==> src/rtl/xcpt_pkg.sv <==
// Shared exception codes, privilege constants and sequencer state encoding
// for the exception/return controller and its priority selector.
package xcpt_pkg;

  localparam logic [2:0] XC_ITLB_MISS  = 3'd0;
  localparam logic [2:0] XC_ILLEGAL    = 3'd1;
  localparam logic [2:0] XC_PRIV       = 3'd2;
  localparam logic [2:0] XC_DTLB_MISS  = 3'd3;
  localparam logic [2:0] XC_MISALIGNED = 3'd4;

  // Must stay identical to the register file's privilege encoding.
  localparam logic PRIV_SUPER = 1'b1;
  localparam logic PRIV_USER  = 1'b0;

  localparam int CNT_W = 4;

  typedef enum logic [1:0] {
    ST_IDLE     = 2'd0,
    ST_FLUSH    = 2'd1,
    ST_REDIRECT = 2'd2
  } xcpt_state_t;

  function automatic logic [2:0] mem_code(input logic kind);
    return kind ? XC_MISALIGNED : XC_DTLB_MISS;
  endfunction

endpackage

==> src/rtl/xcpt_ctrl_if.sv <==
// Bundle of stage requests, register-file capture signals and fetch redirect
// between the pipeline and the exception controller.
interface xcpt_ctrl_if;

  logic        fetch_xcpt_valid;
  logic [31:0] fetch_pc;
  logic        dec_illegal;
  logic        dec_iret;
  logic [31:0] dec_pc;
  logic        mem_xcpt_valid;
  logic        mem_xcpt_kind;
  logic [31:0] mem_pc;
  logic [31:0] mem_addr;
  logic        priv_mode;
  logic [31:0] rm0_data;

  logic        xcpt_valid;
  logic [2:0]  xcpt_type;
  logic [31:0] rmPC;
  logic [31:0] rmAddr;
  logic        iret_instr;
  logic        flush;
  logic        redirect_valid;
  logic [31:0] redirect_pc;

  modport slave (
    input  fetch_xcpt_valid, fetch_pc, dec_illegal, dec_iret, dec_pc,
           mem_xcpt_valid, mem_xcpt_kind, mem_pc, mem_addr, priv_mode, rm0_data,
    output xcpt_valid, xcpt_type, rmPC, rmAddr, iret_instr, flush,
           redirect_valid, redirect_pc
  );

  modport master (
    output fetch_xcpt_valid, fetch_pc, dec_illegal, dec_iret, dec_pc,
           mem_xcpt_valid, mem_xcpt_kind, mem_pc, mem_addr, priv_mode, rm0_data,
    input  xcpt_valid, xcpt_type, rmPC, rmAddr, iret_instr, flush,
           redirect_valid, redirect_pc
  );

endinterface

==> src/rtl/xcpt_prio.sv <==
// Combinational oldest-first selection among the mem, decode and fetch
// exception requests present in the current cycle.
module xcpt_prio
  import xcpt_pkg::*;
(
  input  logic        i_fetch_valid,
  input  logic [31:0] i_fetch_pc,
  input  logic        i_dec_illegal,
  input  logic        i_dec_iret,
  input  logic [31:0] i_dec_pc,
  input  logic        i_mem_valid,
  input  logic        i_mem_kind,
  input  logic [31:0] i_mem_pc,
  input  logic [31:0] i_mem_addr,
  input  logic        i_priv_mode,
  output logic        o_req,
  output logic [2:0]  o_code,
  output logic [31:0] o_pc,
  output logic [31:0] o_addr
);

  logic w_priv_fault;

  // An iret from User mode is itself a privilege violation in decode.
  assign w_priv_fault = i_dec_iret && (i_priv_mode == PRIV_USER);

  always_comb begin
    o_req  = 1'b0;
    o_code = XC_ITLB_MISS;
    o_pc   = 32'd0;
    o_addr = 32'd0;
    if (i_mem_valid) begin
      o_req  = 1'b1;
      o_code = mem_code(i_mem_kind);
      o_pc   = i_mem_pc;
      o_addr = i_mem_addr;
    end else if (i_dec_illegal) begin
      o_req  = 1'b1;
      o_code = XC_ILLEGAL;
      o_pc   = i_dec_pc;
      o_addr = i_dec_pc;
    end else if (w_priv_fault) begin
      o_req  = 1'b1;
      o_code = XC_PRIV;
      o_pc   = i_dec_pc;
      o_addr = i_dec_pc;
    end else if (i_fetch_valid) begin
      o_req  = 1'b1;
      o_code = XC_ITLB_MISS;
      o_pc   = i_fetch_pc;
      o_addr = i_fetch_pc;
    end
  end

endmodule

==> src/rtl/xcpt_ctrl.sv <==
// Exception/iret sequencer: accepts one event from IDLE, strobes the register
// file, holds flush for FLUSH_CYCLES cycles, then issues a one-cycle redirect.
module xcpt_ctrl
  import xcpt_pkg::*;
#(
  parameter logic [31:0] XCPT_VECTOR  = 32'h0000_2000,
  parameter int          FLUSH_CYCLES = 3
) (
  input  logic         clock,
  input  logic         reset,
  xcpt_ctrl_if.slave   bus
);

  localparam logic [CNT_W-1:0] FLUSH_INIT = CNT_W'(FLUSH_CYCLES);

  logic [1:0]        r_rst_sync;
  logic              w_rst_n;

  logic              w_req;
  logic [2:0]        w_code;
  logic [31:0]       w_pc;
  logic [31:0]       w_addr;
  logic              w_iret_ok;

  xcpt_state_t       r_state;
  logic [CNT_W-1:0]  r_cnt;
  logic              r_xcpt_valid;
  logic [2:0]        r_xcpt_type;
  logic [31:0]       r_rm_pc;
  logic [31:0]       r_rm_addr;
  logic              r_iret_instr;
  logic              r_flush;
  logic              r_redirect_valid;
  logic [31:0]       r_redirect_pc;

  // Assertion clears everything at once; release is retimed onto clock.
  always_ff @(posedge clock or negedge reset) begin
    if (!reset) r_rst_sync <= 2'b00;
    else        r_rst_sync <= {r_rst_sync[0], 1'b1};
  end

  assign w_rst_n = r_rst_sync[1];

  xcpt_prio u_prio (
    .i_fetch_valid (bus.fetch_xcpt_valid),
    .i_fetch_pc    (bus.fetch_pc),
    .i_dec_illegal (bus.dec_illegal),
    .i_dec_iret    (bus.dec_iret),
    .i_dec_pc      (bus.dec_pc),
    .i_mem_valid   (bus.mem_xcpt_valid),
    .i_mem_kind    (bus.mem_xcpt_kind),
    .i_mem_pc      (bus.mem_pc),
    .i_mem_addr    (bus.mem_addr),
    .i_priv_mode   (bus.priv_mode),
    .o_req         (w_req),
    .o_code        (w_code),
    .o_pc          (w_pc),
    .o_addr        (w_addr)
  );

  // A legal iret yields to any exception seen in the same cycle.
  assign w_iret_ok = bus.dec_iret && (bus.priv_mode == PRIV_SUPER) && !w_req;

  always_ff @(posedge clock or negedge w_rst_n) begin
    if (!w_rst_n) begin
      r_state          <= ST_IDLE;
      r_cnt            <= '0;
      r_xcpt_valid     <= 1'b0;
      r_xcpt_type      <= 3'd0;
      r_rm_pc          <= 32'd0;
      r_rm_addr        <= 32'd0;
      r_iret_instr     <= 1'b0;
      r_flush          <= 1'b0;
      r_redirect_valid <= 1'b0;
      r_redirect_pc    <= 32'd0;
    end else begin
      r_xcpt_valid     <= 1'b0;
      r_iret_instr     <= 1'b0;
      r_redirect_valid <= 1'b0;
      case (r_state)
        ST_IDLE: begin
          if (w_req) begin
            r_state       <= ST_FLUSH;
            r_cnt         <= FLUSH_INIT;
            r_xcpt_valid  <= 1'b1;
            r_xcpt_type   <= w_code;
            r_rm_pc       <= w_pc;
            r_rm_addr     <= w_addr;
            r_redirect_pc <= XCPT_VECTOR;
            r_flush       <= 1'b1;
          end else if (w_iret_ok) begin
            r_state       <= ST_FLUSH;
            r_cnt         <= FLUSH_INIT;
            r_iret_instr  <= 1'b1;
            r_redirect_pc <= bus.rm0_data;
            r_flush       <= 1'b1;
          end
        end
        ST_FLUSH: begin
          r_cnt <= r_cnt - CNT_W'(1);
          if (r_cnt == CNT_W'(1)) begin
            r_state          <= ST_REDIRECT;
            r_flush          <= 1'b0;
            r_redirect_valid <= 1'b1;
          end
        end
        ST_REDIRECT: begin
          r_state <= ST_IDLE;
        end
        default: begin
          r_state <= ST_IDLE;
          r_flush <= 1'b0;
        end
      endcase
    end
  end

  assign bus.xcpt_valid     = r_xcpt_valid;
  assign bus.xcpt_type      = r_xcpt_type;
  assign bus.rmPC           = r_rm_pc;
  assign bus.rmAddr         = r_rm_addr;
  assign bus.iret_instr     = r_iret_instr;
  assign bus.flush          = r_flush;
  assign bus.redirect_valid = r_redirect_valid;
  assign bus.redirect_pc    = r_redirect_pc;

endmodule

==> src/flat_wrapper.sv <==
// flat-port wrapper written by rule: the top's interface ports become plain ports
module xcpt_ctrl_flat import xcpt_pkg::*;
#(
  parameter logic [31:0] XCPT_VECTOR  = 32'h0000_2000,
  parameter int          FLUSH_CYCLES = 3
)
  (clock, reset, bus_fetch_xcpt_valid, bus_fetch_pc, bus_dec_illegal, bus_dec_iret, bus_dec_pc, bus_mem_xcpt_valid, bus_mem_xcpt_kind, bus_mem_pc, bus_mem_addr, bus_priv_mode, bus_rm0_data, bus_xcpt_valid, bus_xcpt_type, bus_rmPC, bus_rmAddr, bus_iret_instr, bus_flush, bus_redirect_valid, bus_redirect_pc);
  xcpt_ctrl_if bus_i ();
  input  logic clock;
  input  logic reset;
  input wire logic [$bits(bus_i.fetch_xcpt_valid)-1:0] bus_fetch_xcpt_valid;
  input wire logic [$bits(bus_i.fetch_pc)-1:0] bus_fetch_pc;
  input wire logic [$bits(bus_i.dec_illegal)-1:0] bus_dec_illegal;
  input wire logic [$bits(bus_i.dec_iret)-1:0] bus_dec_iret;
  input wire logic [$bits(bus_i.dec_pc)-1:0] bus_dec_pc;
  input wire logic [$bits(bus_i.mem_xcpt_valid)-1:0] bus_mem_xcpt_valid;
  input wire logic [$bits(bus_i.mem_xcpt_kind)-1:0] bus_mem_xcpt_kind;
  input wire logic [$bits(bus_i.mem_pc)-1:0] bus_mem_pc;
  input wire logic [$bits(bus_i.mem_addr)-1:0] bus_mem_addr;
  input wire logic [$bits(bus_i.priv_mode)-1:0] bus_priv_mode;
  input wire logic [$bits(bus_i.rm0_data)-1:0] bus_rm0_data;
  output wire logic [$bits(bus_i.xcpt_valid)-1:0] bus_xcpt_valid;
  output wire logic [$bits(bus_i.xcpt_type)-1:0] bus_xcpt_type;
  output wire logic [$bits(bus_i.rmPC)-1:0] bus_rmPC;
  output wire logic [$bits(bus_i.rmAddr)-1:0] bus_rmAddr;
  output wire logic [$bits(bus_i.iret_instr)-1:0] bus_iret_instr;
  output wire logic [$bits(bus_i.flush)-1:0] bus_flush;
  output wire logic [$bits(bus_i.redirect_valid)-1:0] bus_redirect_valid;
  output wire logic [$bits(bus_i.redirect_pc)-1:0] bus_redirect_pc;
  assign bus_i.fetch_xcpt_valid = bus_fetch_xcpt_valid;
  assign bus_i.fetch_pc = bus_fetch_pc;
  assign bus_i.dec_illegal = bus_dec_illegal;
  assign bus_i.dec_iret = bus_dec_iret;
  assign bus_i.dec_pc = bus_dec_pc;
  assign bus_i.mem_xcpt_valid = bus_mem_xcpt_valid;
  assign bus_i.mem_xcpt_kind = bus_mem_xcpt_kind;
  assign bus_i.mem_pc = bus_mem_pc;
  assign bus_i.mem_addr = bus_mem_addr;
  assign bus_i.priv_mode = bus_priv_mode;
  assign bus_i.rm0_data = bus_rm0_data;
  assign bus_xcpt_valid = bus_i.xcpt_valid;
  assign bus_xcpt_type = bus_i.xcpt_type;
  assign bus_rmPC = bus_i.rmPC;
  assign bus_rmAddr = bus_i.rmAddr;
  assign bus_iret_instr = bus_i.iret_instr;
  assign bus_flush = bus_i.flush;
  assign bus_redirect_valid = bus_i.redirect_valid;
  assign bus_redirect_pc = bus_i.redirect_pc;
  xcpt_ctrl #(.XCPT_VECTOR(XCPT_VECTOR), .FLUSH_CYCLES(FLUSH_CYCLES)) u_core (.clock(clock), .reset(reset), .bus(bus_i));
endmodule
==> config.mk <==
export PLATFORM = sky130hd
export DESIGN_NAME = xcpt_ctrl_flat
export DESIGN_NICKNAME = d
export VERILOG_FILES = /design/src/rtl/xcpt_pkg.sv /design/src/rtl/xcpt_ctrl_if.sv /design/src/rtl/xcpt_prio.sv /design/src/rtl/xcpt_ctrl.sv /design/src/flat_wrapper.sv
export SDC_FILE = /design/constraint.sdc
export NUM_CORES = 1
export LEC_CHECK = 0
export ABC_AREA = 1
export BUFFER_PORTS_ARGS = -buffer_cell sky130_fd_sc_hd__buf_2
export CORE_ASPECT_RATIO = 0.7
export CORE_MARGIN = 5
export CORE_UTILIZATION = 35
export CTS_BUF_LIST = sky130_fd_sc_hd__clkbuf_16
export CTS_CLUSTER_DIAMETER = 40
export DETAILED_ROUTE_END_ITERATION = 7
export HOLD_SLACK_MARGIN = 0.15
export PLACE_DENSITY_LB_ADDON = 0.2
export SYNTH_ARGS = -nofsm -noshare
export SYNTH_HDL_FRONTEND = slang
export SYNTH_SLANG_ARGS = --single-unit
==> constraint.sdc <==
create_clock -name clock -period 4.7 [get_ports clock]
set_input_delay 0.705 -clock clock [delete_from_list [all_inputs] [get_ports clock]]
set_output_delay 0.705 -clock clock [all_outputs]
set_load 0.01 [all_outputs]
# Word level (Yosys, flattened, before mapping)
# Index checks and enable logic that the tools add are counted.
# W data, S select, Z words.
[classes] addsub=1 bitwise_logic=2 n_eq_ne=5 mux=33 reduce_logical=12
[ops] cell="$mux W32" n=7
[ops] cell="$mux W1" n=14
[ops] cell="$mux W2" n=5
[ops] cell="$mux W4" n=2
[ops] cell="$pmux W4 S2" n=1
[ops] cell="$reduce_and A2 Y1" n=4
[ops] cell="$mux W3" n=2
[ops] cell="$eq A4 B1 Y1 const B" n=1
[ops] cell="$pmux W2 S2" n=1
[ops] cell="$reduce_bool A2 Y1" n=2
[ops] cell="$sub A4 B1 Y4 const B" n=1
[ops] cell="$logic_and A1 B1 Y1" n=3
[ops] cell="$ne A3 B1 Y1 const B" n=1
[ops] cell="$pmux W1 S3" n=1
[ops] cell="$reduce_and A3 Y1" n=1
[ops] cell="$eq A2 B1 Y1 const B" n=1
[ops] cell="$eq A2 B2 Y1 const B" n=1
[ops] cell="$logic_not A2 Y1" n=1
[ops] cell="$ne A2 B1 Y1 const B" n=1
[ops] cell="$not A1 Y1" n=2
[ops] cell="$logic_not A1 Y1" n=1
[totals] elab_cells=64 regBits=111

# Depth between registers and ports, before layout
# Gate-level depths: netlist of run 1.
[depth] ltp_word=10 depth_mapped=9

# By module
# A second synthesis of run 1 with hierarchy kept.
[hier_totals] hier_cells=793 area_unflattened_um2=5609.1
[by_module_without_submodules] mod="xcpt_ctrl" cells_each=470 area_each_um2=4226.6 instances=1 seq_area_each_um2=2777.7
[by_module_without_submodules] mod="xcpt_prio" cells_each=323 area_each_um2=1382.6 instances=1 seq_area_each_um2=0.0

# Least setup slack after synthesis of run 1
# No wires, ideal clock.
[synth_timing] path_kind="input to register" startpoint="input bus_fetch_xcpt_valid" endpoint="register u_core.r_rm_addr[29] (netlist: u_core.bus.rmAddr[29])" n_path_buf=3 t_arrival_ps=1491 setup_slack_ps=3087 required_time_ps=4578 cell_stages=7 cell_sequence="buf_2 inv_1 nand3_2 buf_2 buf_6 a21oi_1 a21oi_1"
[synth_between] elab_chain_cells=5 word_cells_on_any_way=9 cone_classes="mux: 8; reduce/logical: 1"
[synth_lines] item="start: declaration" line="flat_wrapper.sv:11" rtl="input wire logic [$bits(bus_i.fetch_xcpt_valid)-1:0] bus_fetch_xcpt_valid;"
[synth_lines] item="$mux W1" line="xcpt_prio.sv:47" rtl="end else if (i_fetch_valid) begin"
[synth_lines] item="$mux W1" line="xcpt_prio.sv:42" rtl="end else if (w_priv_fault) begin"
[synth_lines] item="$mux W1" line="xcpt_prio.sv:37" rtl="end else if (i_dec_illegal) begin"
[synth_lines] item="$mux W1" line="xcpt_prio.sv:32" rtl="if (i_mem_valid) begin"
[synth_lines] item="$reduce_and A2 Y1 (no source line)"
[synth_lines] item="end signal: assignment" line="xcpt_ctrl.sv:88" rtl="r_rm_addr <= w_addr;"
[synth_lines] item="end: declaration" line="xcpt_ctrl.sv:30" rtl="logic [31:0] r_rm_addr;"
# Parallel ways exist; a longest one is shown, timed or not.
# A chain may end at the register's enable or synchronous reset.

# Worst setup path in the final report of run 1
[layout_timing] startpoint="input bus_priv_mode" endpoint="register u_core.r_redirect_pc[26] (netlist: u_core.bus.redirect_pc[26])"
[layout_between] elab_chain_cells=9 word_cells_on_any_way=11 cone_classes="mux: 4; bitwise: 1; reduce/logical: 6"
[layout_lines] item="start: declaration" line="flat_wrapper.sv:20" rtl="input wire logic [$bits(bus_i.priv_mode)-1:0] bus_priv_mode;"
[layout_lines] item="$not A1 Y1" line="xcpt_prio.sv:25" rtl="assign w_priv_fault = i_dec_iret && (i_priv_mode == PRIV_USER);"
[layout_lines] item="$logic_and A1 B1 Y1" line="xcpt_prio.sv:25"
[layout_lines] item="$mux W1" line="xcpt_prio.sv:42"
[layout_lines] item="$mux W1" line="xcpt_prio.sv:37"
[layout_lines] item="$mux W1" line="xcpt_prio.sv:32"
[layout_lines] item="$logic_not A1 Y1" line="xcpt_ctrl.sv:62" rtl="assign w_iret_ok = bus.dec_iret && (bus.priv_mode == PRIV_SUPER) && !w_req;"
[layout_lines] item="$logic_and A1 B1 Y1" line="xcpt_ctrl.sv:62"
[layout_lines] item="$reduce_bool A2 Y1 (no source line)"
[layout_lines] item="$reduce_and A2 Y1 (no source line)"
[layout_lines] item="end signal: assignment" line="xcpt_ctrl.sv:95" rtl="r_redirect_pc <= bus.rm0_data;"
[layout_lines] item="end: declaration" line="xcpt_ctrl.sv:34" rtl="logic [31:0] r_redirect_pc;"
# Parallel ways exist; a longest one is shown, timed or not.

==> run metrics, run 1 <==
post-route cell area 7550 sq um; Worst EP required 5.00 ns; Post-Synth Simple-Gate Area 0.332; Ports 271; clock latency on the worst-skew pair 0.36 ns; dpl cell area 7230 sq um; RSZ-0062 raised after global routing false; fin. max-slew vios 0; reg2reg end u_core.bus.rmAddr[6]$_DFFE_PN0P_; most frequent cell after synthesis nand2_1; VDD IR-drop max 0.220 mV; reg2reg start u_core.r_state[1]$_DFFE_PN0P_; Mapped Nets 981; DP HPWL 14000 microns; Max-Slew Margin vs Limit 0.170; post-synthesis mux area share 0; share of cells above drive strength 1 0.290; Reg area 2780 sq um; antenna viol nets, final 0; power density over the cells 512 nW/um^2; crit-path max cell delay 0.63 ns; Clock Path Buffers 2; Min-Delay Path Class flop to flop; Slowest-stage cell, CP nor2_4; hold path depth 0; largest net degree at the start of global routing 71; xor-xnor portion of the synthesized cell area 0; Yosys cell types 23; Fmax achieved 373 MHz; top_reg_cell synth dfrtp_1; Commonest cells post-synth 302 x nand2_1, 111 x dfrtp_1, 97 x a21oi_1, 92 x nand3_1, 84 x inv_1; top post-synthesis cells by area dfrtp_1 48%, nand2_1 20%, a21oi_1 8.4%, nand3_1 7.9%, inv_1 5.4%; fill count 1747; initial DRC count 431; Final setup viols 0; grt ovf 0; min-delay src u_core.r_rst_sync[0]$_DFF_PN0_; clk slew on worst S/H paths 0.08 ns; CP Launch Type primary input; clk sinks 111; CTS tree yes; footprint of the multi-input gates 2450 sq um; largest family of logic cells by synthesized area simple AND/OR/NAND/NOR gates; initial antenna violation count 2; Worst-Margin Slew 1.24 ns; placed cell count 1263; die footprint 19300 sq um; CTS Root Buffer Type clkbuf_16; final hold vios 0; CP Class primary input to flop; kind of end point of the critical path flop; first-pass GRT wire length 31100 microns; Die Ht 118 microns; Setup Skew 0.00633 ns; area leader, netlist dfrtp_1; R2R Setup Slk 2.79 ns; Final nets 1220; vias in the first global route 5999; Cells after Synth 811; Setup Total Neg Slack 0 ns; FF-to-FF path depth 5; crit path max fanout 36; Post-synth EDFFs 0; All-Layer GR Usage 0.201; DR WL/cell 15.4 microns; sequential area share after synthesis 0.479; Hold Path Sink u_core.r_rst_sync[1]$_DFF_PN0_; Initial Util 0.356; LEAKAGE 4.61 nW; Synth Area in Adders 0.00431; Arr. time, crit path 2.98 ns; die width 164 microns; Detailed Route WL 19700 microns; run status completed; total number of vias 6025; Final Cycle Share 0.571; DRC Markers 0; Area Overhead vs Synth 30.2%; DRT Pass-1 Iters 5; Final Critical Period 2.68 ns; routability cong. 0.852; post-synthesis cell area 5800 sq um; cts bufs inserted 9; Avg Cell Area, Syn 7.16 sq um; Finished Core Util 0.464; PostCTS Resize Cnt 0; yosys warns 0; H-tree depth 3; fraction of the mapped netlist area in compound gates 0.0845; max-cap violations 0; Port-buffer cells 270; Core ar. 16300 sq um; number of cell rows 39; Synth top area share 0.479; Non-Filler Instances 1281; synthesized flop and latch total 111; DR vias/cell 4.70; async set-reset flop share out of synthesis 1.00; worst-path cell chain buf_2, inv_1, nand2_2, nand2_4, nor2_4, nand2_2, nand2_4, nand2_1, nand2_1
==> cell usage in the layout, fill, tap and decap left out, types with 2 or more instances in the layout <==
cell type / n
nand3_1: 92
a21oi_1: 97
buf_2: 270
inv_1: 84
nand2_4: 2
clkbuf_16: 9
inv_6: 3
nand2_2: 3
nand2_1: 302
nor2_1: 57
nor2_4: 3
buf_4: 6
or2_2: 2
dfrtp_1: 110
ha_1: 2
clkinv_8: 3
==> worst max path at each step <==
stage,startpoint,endpoint,slack (ns),cells after the start
after floorplan,u_core.r_rst_sync[1]$_DFF_PN0_,u_core.bus.flush$_DFFE_PN0P_,1.38,0
after global placement,bus_priv_mode,u_core.bus.rmPC[6]$_DFFE_PN0P_,1.66,7
after detailed placement,bus_priv_mode,u_core.bus.rmPC[6]$_DFFE_PN0P_,1.61,7
after CTS,bus_priv_mode,u_core.bus.rmAddr[6]$_DFFE_PN0P_,1.98,7
after global routing,bus_priv_mode,u_core.bus.redirect_pc[18]$_DFFE_PN0P_,1.79,9
final,bus_priv_mode,u_core.bus.redirect_pc[26]$_DFFE_PN0P_,2.02,9
==> metal layers <==
layer	up-vias	share of wire	track usage
li1	3000	-	-
met1	2744	0.44	0.272
met2	248	0.45	0.309
met3	31	0.090	0.0609
met4	2	0.020	0.0639
met5	-	0.00066	0
==> kinds of logic after synthesis <==
family	Yosys count
simple gates	465
buf+inv	134
flops	111
compound gates	98
fa+ha+maj	2
other cells	1
==> registers in the layout, indices dropped and copies added (netlist names) <==
signal / cells
u_core.bus.redirect_pc: 32
u_core.bus.rmAddr: 32
u_core.bus.rmPC: 32
u_core.r_cnt: 4
u_core.bus.xcpt_type: 3
u_core.r_rst_sync: 2
u_core.r_state: 2
u_core.bus.flush: 1
u_core.bus.iret_instr: 1
u_core.bus.redirect_valid: 1
u_core.bus.xcpt_valid: 1
==> cell type report <==
type	instances	area share
antenna	1	0.000331
tap	225	0.0373
timing repair buffer	277	0.186
multi-input combinational	566	0.325
clock inverter	7	0.0114
clock buffer	9	0.0298
inverter	85	0.0422
sequential	111	0.368
==> repair_timing <==
item                                   4_1_cts  5_1_grt
buffers inserted                             0        0
endpoints found under the hold margin        2        0
hold buffers                                 1        0
==> where the power goes <==
part	switching, mW	total (mW)	internal [mW]
Clock	0.404	0.787	0.384
Combinational	0.980	1.56	0.576
Sequential	0.220	1.52	1.30
==> critical path: cells and delay by family <==
family / cells / cell delay (ns)
buf+inv: 2 / 0.12
simple gates: 7 / 2.10
==> stage by stage <==
step                      power [mW]  hold WS [ns]  setup slack, ns
final                           3.86         0.361             2.02
after global routing            4.18         0.379             1.79
after CTS                       3.93         0.366             1.98
after detailed placement        3.11         0.347             1.61
after global placement          3.09         0.333             1.66
after floorplan                 2.48         0.331             1.38
(Power assumes the default switching activity.)
==> inputs of run 2 (changes only) <==
ABC_AREA = 0   (was 1)
clock period = 2.75 ns   (was 4.7 ns; I/O delays follow)
==> run metrics, run 2 <==
Synth top area share 0.498; DP HPWL 13600 microns; Fmax achieved 490 MHz; CP Depth 4; critical path endpoint u_core.bus.rmAddr[7]$_DFFE_PN0P_; Detailed Route WL 19000 microns; Avg Cell Area, Syn 9.95 sq um; crit-path max cell delay 0.63 ns; CTS Root Buffer Type clkbuf_16; routability cong. 0.870; R2R Setup Slk 0.71 ns; reg2reg start u_core.r_state[0]$_DFFE_PN0P_; dpl cell area 7030 sq um; CP bufs+invs 1; initial antenna violation count 1; Setup Slack @ Placement 0.701 ns; die width 161 microns; vias in the first global route 5514; Cells after Synth 561; most frequent cell after synthesis dfrtp_1; Core ar. 15500 sq um; initial DRC count 333; async set-reset flop share out of synthesis 1.00; FF-to-FF path depth 4; CTS tree yes; Mapped Nets 731; Seq pwr share 0.393; Worst setup startpoint u_core.r_state[0]$_DFFE_PN0P_; area leader, netlist dfrtp_1; share of cells above drive strength 1 0.384; Slowest-stage cell, CP or2_2; LEAKAGE 3.75 nW; die footprint 18600 sq um; H-tree depth 3; run status completed; CP Class flop to flop; fin. max-slew vios 0; number of cell rows 38; RSZ-0062 raised after global routing false; Worst EP required 3.02 ns; Max-Slew Margin vs Limit 0.513; clk sinks 111; Non-Filler Instances 1009; PostCTS Resize Cnt 0; total number of vias 5351; Finished Core Util 0.472; All-Layer GR Usage 0.198; Yosys cell types 35; worst-path cell chain or2_2, buf_4, a21oi_1, a32oi_1; first-pass GRT wire length 29500 microns; Arr. time, crit path 2.30 ns; VDD IR-drop max 0.422 mV; Final Cycle Share 0.741; most common cell after layout, fill and taps aside buf_2; sequential area share after synthesis 0.498; Port-buffer cells 270; NetSw 2.65 mW; top cell family by delay on the critical path simple AND/OR/NAND/NOR gates; Switching Share 0.398; power density over the cells 907 nW/um^2; most frequent cells in the layout 269 x buf_2, 110 x dfrtp_1, 74 x inv_1; Area Overhead vs Synth 31.3%; DR vias/cell 5.30; Setup Skew 0.00684 ns; Setup WS post-layout 0.711 ns; largest net degree at the start of global routing 133; kind of end point of the critical path flop; grt ovf 0; Commonest cells post-synth 111 x dfrtp_1, 74 x inv_1, 65 x a21oi_1, 64 x a32oi_1, 64 x nor2b_1; Ports 271; cts bufs inserted 9; Final setup viols 0; clock latency on the worst-skew pair 0.36 ns; Initial Util 0.359; antenna viol nets, final 0; final hold vios 0; reg2reg end u_core.bus.rmAddr[7]$_DFFE_PN0P_; Final nets 973; DR WL/cell 18.8 microns; Worst-Margin Slew 0.731 ns; DRT Pass-1 Iters 4; Post-synth EDFFs 0; Min-Delay Path Class primary input to flop; Internal 4.00 mW; Die Ht 116 microns; synthesized flop and latch total 111; power share of the combinational group 0.412; part of the power in the clock network 0.195; top post-synthesis cells by area dfrtp_1 50%, a32oi_1 10%, nor2b_1 7.2%, a21oi_1 5.8%, a22o_1 5.2%; CP Launch Type flop; post-route cell area 7330 sq um; placed cell count 991; max-cap violations 0; clk slew on worst S/H paths 0.08 ns; top_reg_cell synth dfrtp_1; yosys warns 0; post-synthesis cell area 5580 sq um; DRC Markers 0; Setup Total Neg Slack 0 ns; crit path max fanout 34; Clock Path Buffers 2; Final Critical Period 2.04 ns
==> run 2: changes by cell type in the layout (fill, tap and decap cells not counted), moves of 5 or more <==
| cell | previous run | this run |
|---|---|---|
| buf_4 | 6 | 11 |
| a22o_1 | 0 | 33 |
| o21ai_1 | 0 | 11 |
| nand2_1 | 302 | 2 |
| nor2b_1 | 0 | 64 |
| o21ai_0 | 1 | 24 |
| inv_1 | 84 | 74 |
| nand3_1 | 92 | 0 |
| nor2_1 | 57 | 3 |
| or4_1 | 0 | 31 |
| a21oi_1 | 97 | 65 |
| a32oi_1 | 0 | 64 |
==> run 2: cells by family after synthesis <==
kind of cell,Yosys count,synth area share
AOI/OAI and AO/OA,205,0.254
buffers and inverters,126,0.100
and+or+nand+nor,112,0.135
DFF,111,0.498
muxes,4,0.00807
adders and majority gates,2,0.00448
other,1,0.000672
==> run 2: layout make-up <==
type / instances / area [sq um]
multi-input cells: 324 / 2250
inverters: 74 / 278
well taps: 200 / 250
clock buffers: 9 / 225
fillers: 1491 / 8220
repair buffers: 283 / 1480
flip-flops and latches: 111 / 2780
clock inverters: 7 / 63.8
diodes: 1 / 2.50
==> run 2: worst reg2reg max path, stage by stage (launching register included) <==
cell and delay, ns:
dfrtp_1 0.46, or2_2 0.63, buf_4 0.49, a21oi_1 0.11
a32oi_1 0.26
==> run 2: timing repair <==
item	4_1_cts	5_1_grt
setup buffers	0	0
hold endpoints to repair	2	0
hold buffers	1	0
==> run 2: worst min path at each step <==
stage                     slack [ns]             start                                     end  depth (start not counted)
after floorplan                 0.12             reset          u_core.r_rst_sync[0]$_DFF_PN0_                          0
after CTS                       0.26   bus_rm0_data[9]   u_core.bus.redirect_pc[9]$_DFFE_PN0P_                          2
after global placement          0.20             reset          u_core.r_rst_sync[0]$_DFF_PN0_                          1
final                           0.27   bus_rm0_data[9]   u_core.bus.redirect_pc[9]$_DFFE_PN0P_                          2
after detailed placement        0.20             reset          u_core.r_rst_sync[0]$_DFF_PN0_                          1
after global routing            0.26  bus_rm0_data[11]  u_core.bus.redirect_pc[11]$_DFFE_PN0P_                          2
==> run 2: per-stage QoR <==
stage	hold WS, ns	power [mW]
6_report	0.272	6.65
5_1_grt	0.260	7.15
4_1_cts	0.256	6.72
3_5_place_dp	0.199	5.39
3_3_place_gp	0.200	5.29
2_1_floorplan	0.117	4.25
==> run 2: power by group through the flow <==
stage | sequential (mW) | combinational (mW) | clock, mW
final | 2.61 | 2.74 | 1.30
after CTS | 2.61 | 2.77 | 1.35
after detailed placement | 2.63 | 2.76 | 0
after global placement | 2.62 | 2.66 | 0
after floorplan | 2.84 | 1.41 | 0
after global routing | 2.69 | 3.05 | 1.40
==> run 2: layer usage <==
| metal | global-route usage | vias to the layer above | wire [microns] |
|---|---|---|---|
| met1 | 0.258 | 2602 | 8330 |
| met4 | 0.0670 | 0 | 426 |
| met3 | 0.0576 | 30 | 1410 |
| li1 | - | 2523 | - |
| met5 | 0 | - | 0 |
| met2 | 0.322 | 196 | 8820 |
==> inputs of run 3 (changes only) <==
clock period = 1.9 ns   (was 2.75 ns; I/O delays follow)
==> run metrics, run 3 (same netlist as run 2, synthesis figures left out) <==
run status completed; Ports 271; final hold vios 0; routability cong. 0.900; DR WL/cell 18.7 microns; vias in the first global route 5691; Clock Path Buffers 2; number of cell rows 38; CP Class flop to flop; Worst EP required 2.14 ns; Detailed Route WL 19200 microns; die footprint 18600 sq um; initial DRC count 465; Initial Util 0.359; Setup Skew 0.00610 ns; FF-to-FF path depth 5; cts bufs inserted 9; antenna viol nets, final 0; Min-Delay Path Class primary input to flop; total number of vias 5443; CTS Root Buffer Type clkbuf_16; share of cells above drive strength 1 0.384; LEAKAGE 3.87 nW; Area Overhead vs Synth 35.9%; reg2reg start u_core.r_state[1]$_DFFE_PN0P_; Core ar. 15500 sq um; RSZ-0062 raised after global routing false; CP Launch Type flop; Final setup viols 0; power density over the cells 1300 nW/um^2; Setup WS post-layout 0.262 ns; max-cap violations 0; first-pass GRT wire length 30400 microns; most common cell after layout, fill and taps aside buf_2; Setup Slack @ Placement 0.191 ns; Worst-Margin Slew 0.554 ns; PostCTS Resize Cnt 0; crit path max fanout 43; min-delay src bus_rm0_data[0]; kind of end point of the critical path flop; DP HPWL 14100 microns; reg2reg end u_core.bus.xcpt_type[2]$_DFFE_PN0P_; DRC Markers 0; H-tree depth 3; initial antenna violation count 0; Final nets 991; die width 161 microns; fin. max-slew vios 0; total power 9.83 mW; Die Ht 116 microns; DR vias/cell 5.30; critical path endpoint u_core.bus.xcpt_type[2]$_DFFE_PN0P_; VDD IR-drop max 0.548 mV; Final Cycle Share 0.862; clk sinks 111; Worst setup startpoint u_core.r_state[1]$_DFFE_PN0P_; hold path depth 2; R2R Setup Slk 0.26 ns; clock latency on the worst-skew pair 0.35 ns; Arr. time, crit path 1.88 ns; Setup Total Neg Slack 0 ns; Fmax achieved 611 MHz; DRT Pass-1 Iters 5; Port-buffer cells 270; largest net degree at the start of global routing 69; Final Critical Period 1.64 ns; clk slew on worst S/H paths 0.07 ns; most frequent cells in the layout 269 x buf_2, 110 x dfrtp_1, 74 x inv_1; grt ovf 0; Max-Slew Margin vs Limit 0.631; CTS tree yes; All-Layer GR Usage 0.204
==> run 3: cell types whose count changed in the layout (fill, tap and decap cells not counted) <==
cell,change
dlygate4sd3_1,+11
buf_12,+6
buf_4,+1
inv_6,+1
clkinv_2,+1
inv_8,-1
clkinv_4,-2
bufinv_16,+1
==> run 3: per-stage QoR <==
step	area, sq um	instances	hold WS [ns]	utilization
final	7580	1027	0.167	0.488
after global routing	7580	1026	0.154	0.488
after CTS	7580	1026	0.151	0.488
after detailed placement	7160	998	0.0733	0.460
after global placement	7160	998	0.0707	0.460
after floorplan	5580	561	-0.0106	-
==> run 3: cell type report <==
class,count,area [sq um]
diodes,1,2.50
clock buffers,9,225
flip-flops and latches,111,2780
clock inverters,7,78.8
multi-input cells,324,2250
inverters,74,278
repair buffers,301,1720
well taps,200,250
fillers,1471,7960
==> run 3: where the power goes <==
group | total, mW | internal [mW] | switching [mW]
registers | 3.77 | 3.23 | 0.536
clock network | 1.96 | 1.04 | 0.917
logic | 4.10 | 1.74 | 2.36
==> run 3: routing by layer <==
| layer | track usage | vias up | part of all wire |
|---|---|---|---|
| li1 | - | 2556 | - |
| met1 | 0.271 | 2655 | 0.43 |
| met2 | 0.340 | 219 | 0.48 |
| met3 | 0.0533 | 13 | 0.078 |
| met4 | 0.0483 | 0 | 0.0098 |
| met5 | 0 | - | 0 |
==> run 3: worst max-delay path: stages (launching register included) <==
cell and delay (ns):
dfrtp_1 0.38, buf_4 0.15, nor2_1 0.41, o21ai_4 0.16
buf_12 0.21, a21o_1 0.20
==> run 3: worst min-delay path by stage <==
stage,endpoint,slack (ns)
6_report,u_core.bus.redirect_pc[0]$_DFFE_PN0P_,0.17
2_1_floorplan,u_core.r_rst_sync[0]$_DFF_PN0_,-0.01
4_1_cts,u_core.bus.redirect_pc[7]$_DFFE_PN0P_,0.15
3_5_place_dp,u_core.r_rst_sync[0]$_DFF_PN0_,0.07
5_1_grt,u_core.bus.redirect_pc[0]$_DFFE_PN0P_,0.15
3_3_place_gp,u_core.r_rst_sync[0]$_DFF_PN0_,0.07
==> run 3: repair_timing <==
action                                 4_1_cts  5_1_grt
endpoints found under the hold margin       13        0
setup buffers                                0        0
hold buffers                                12        0
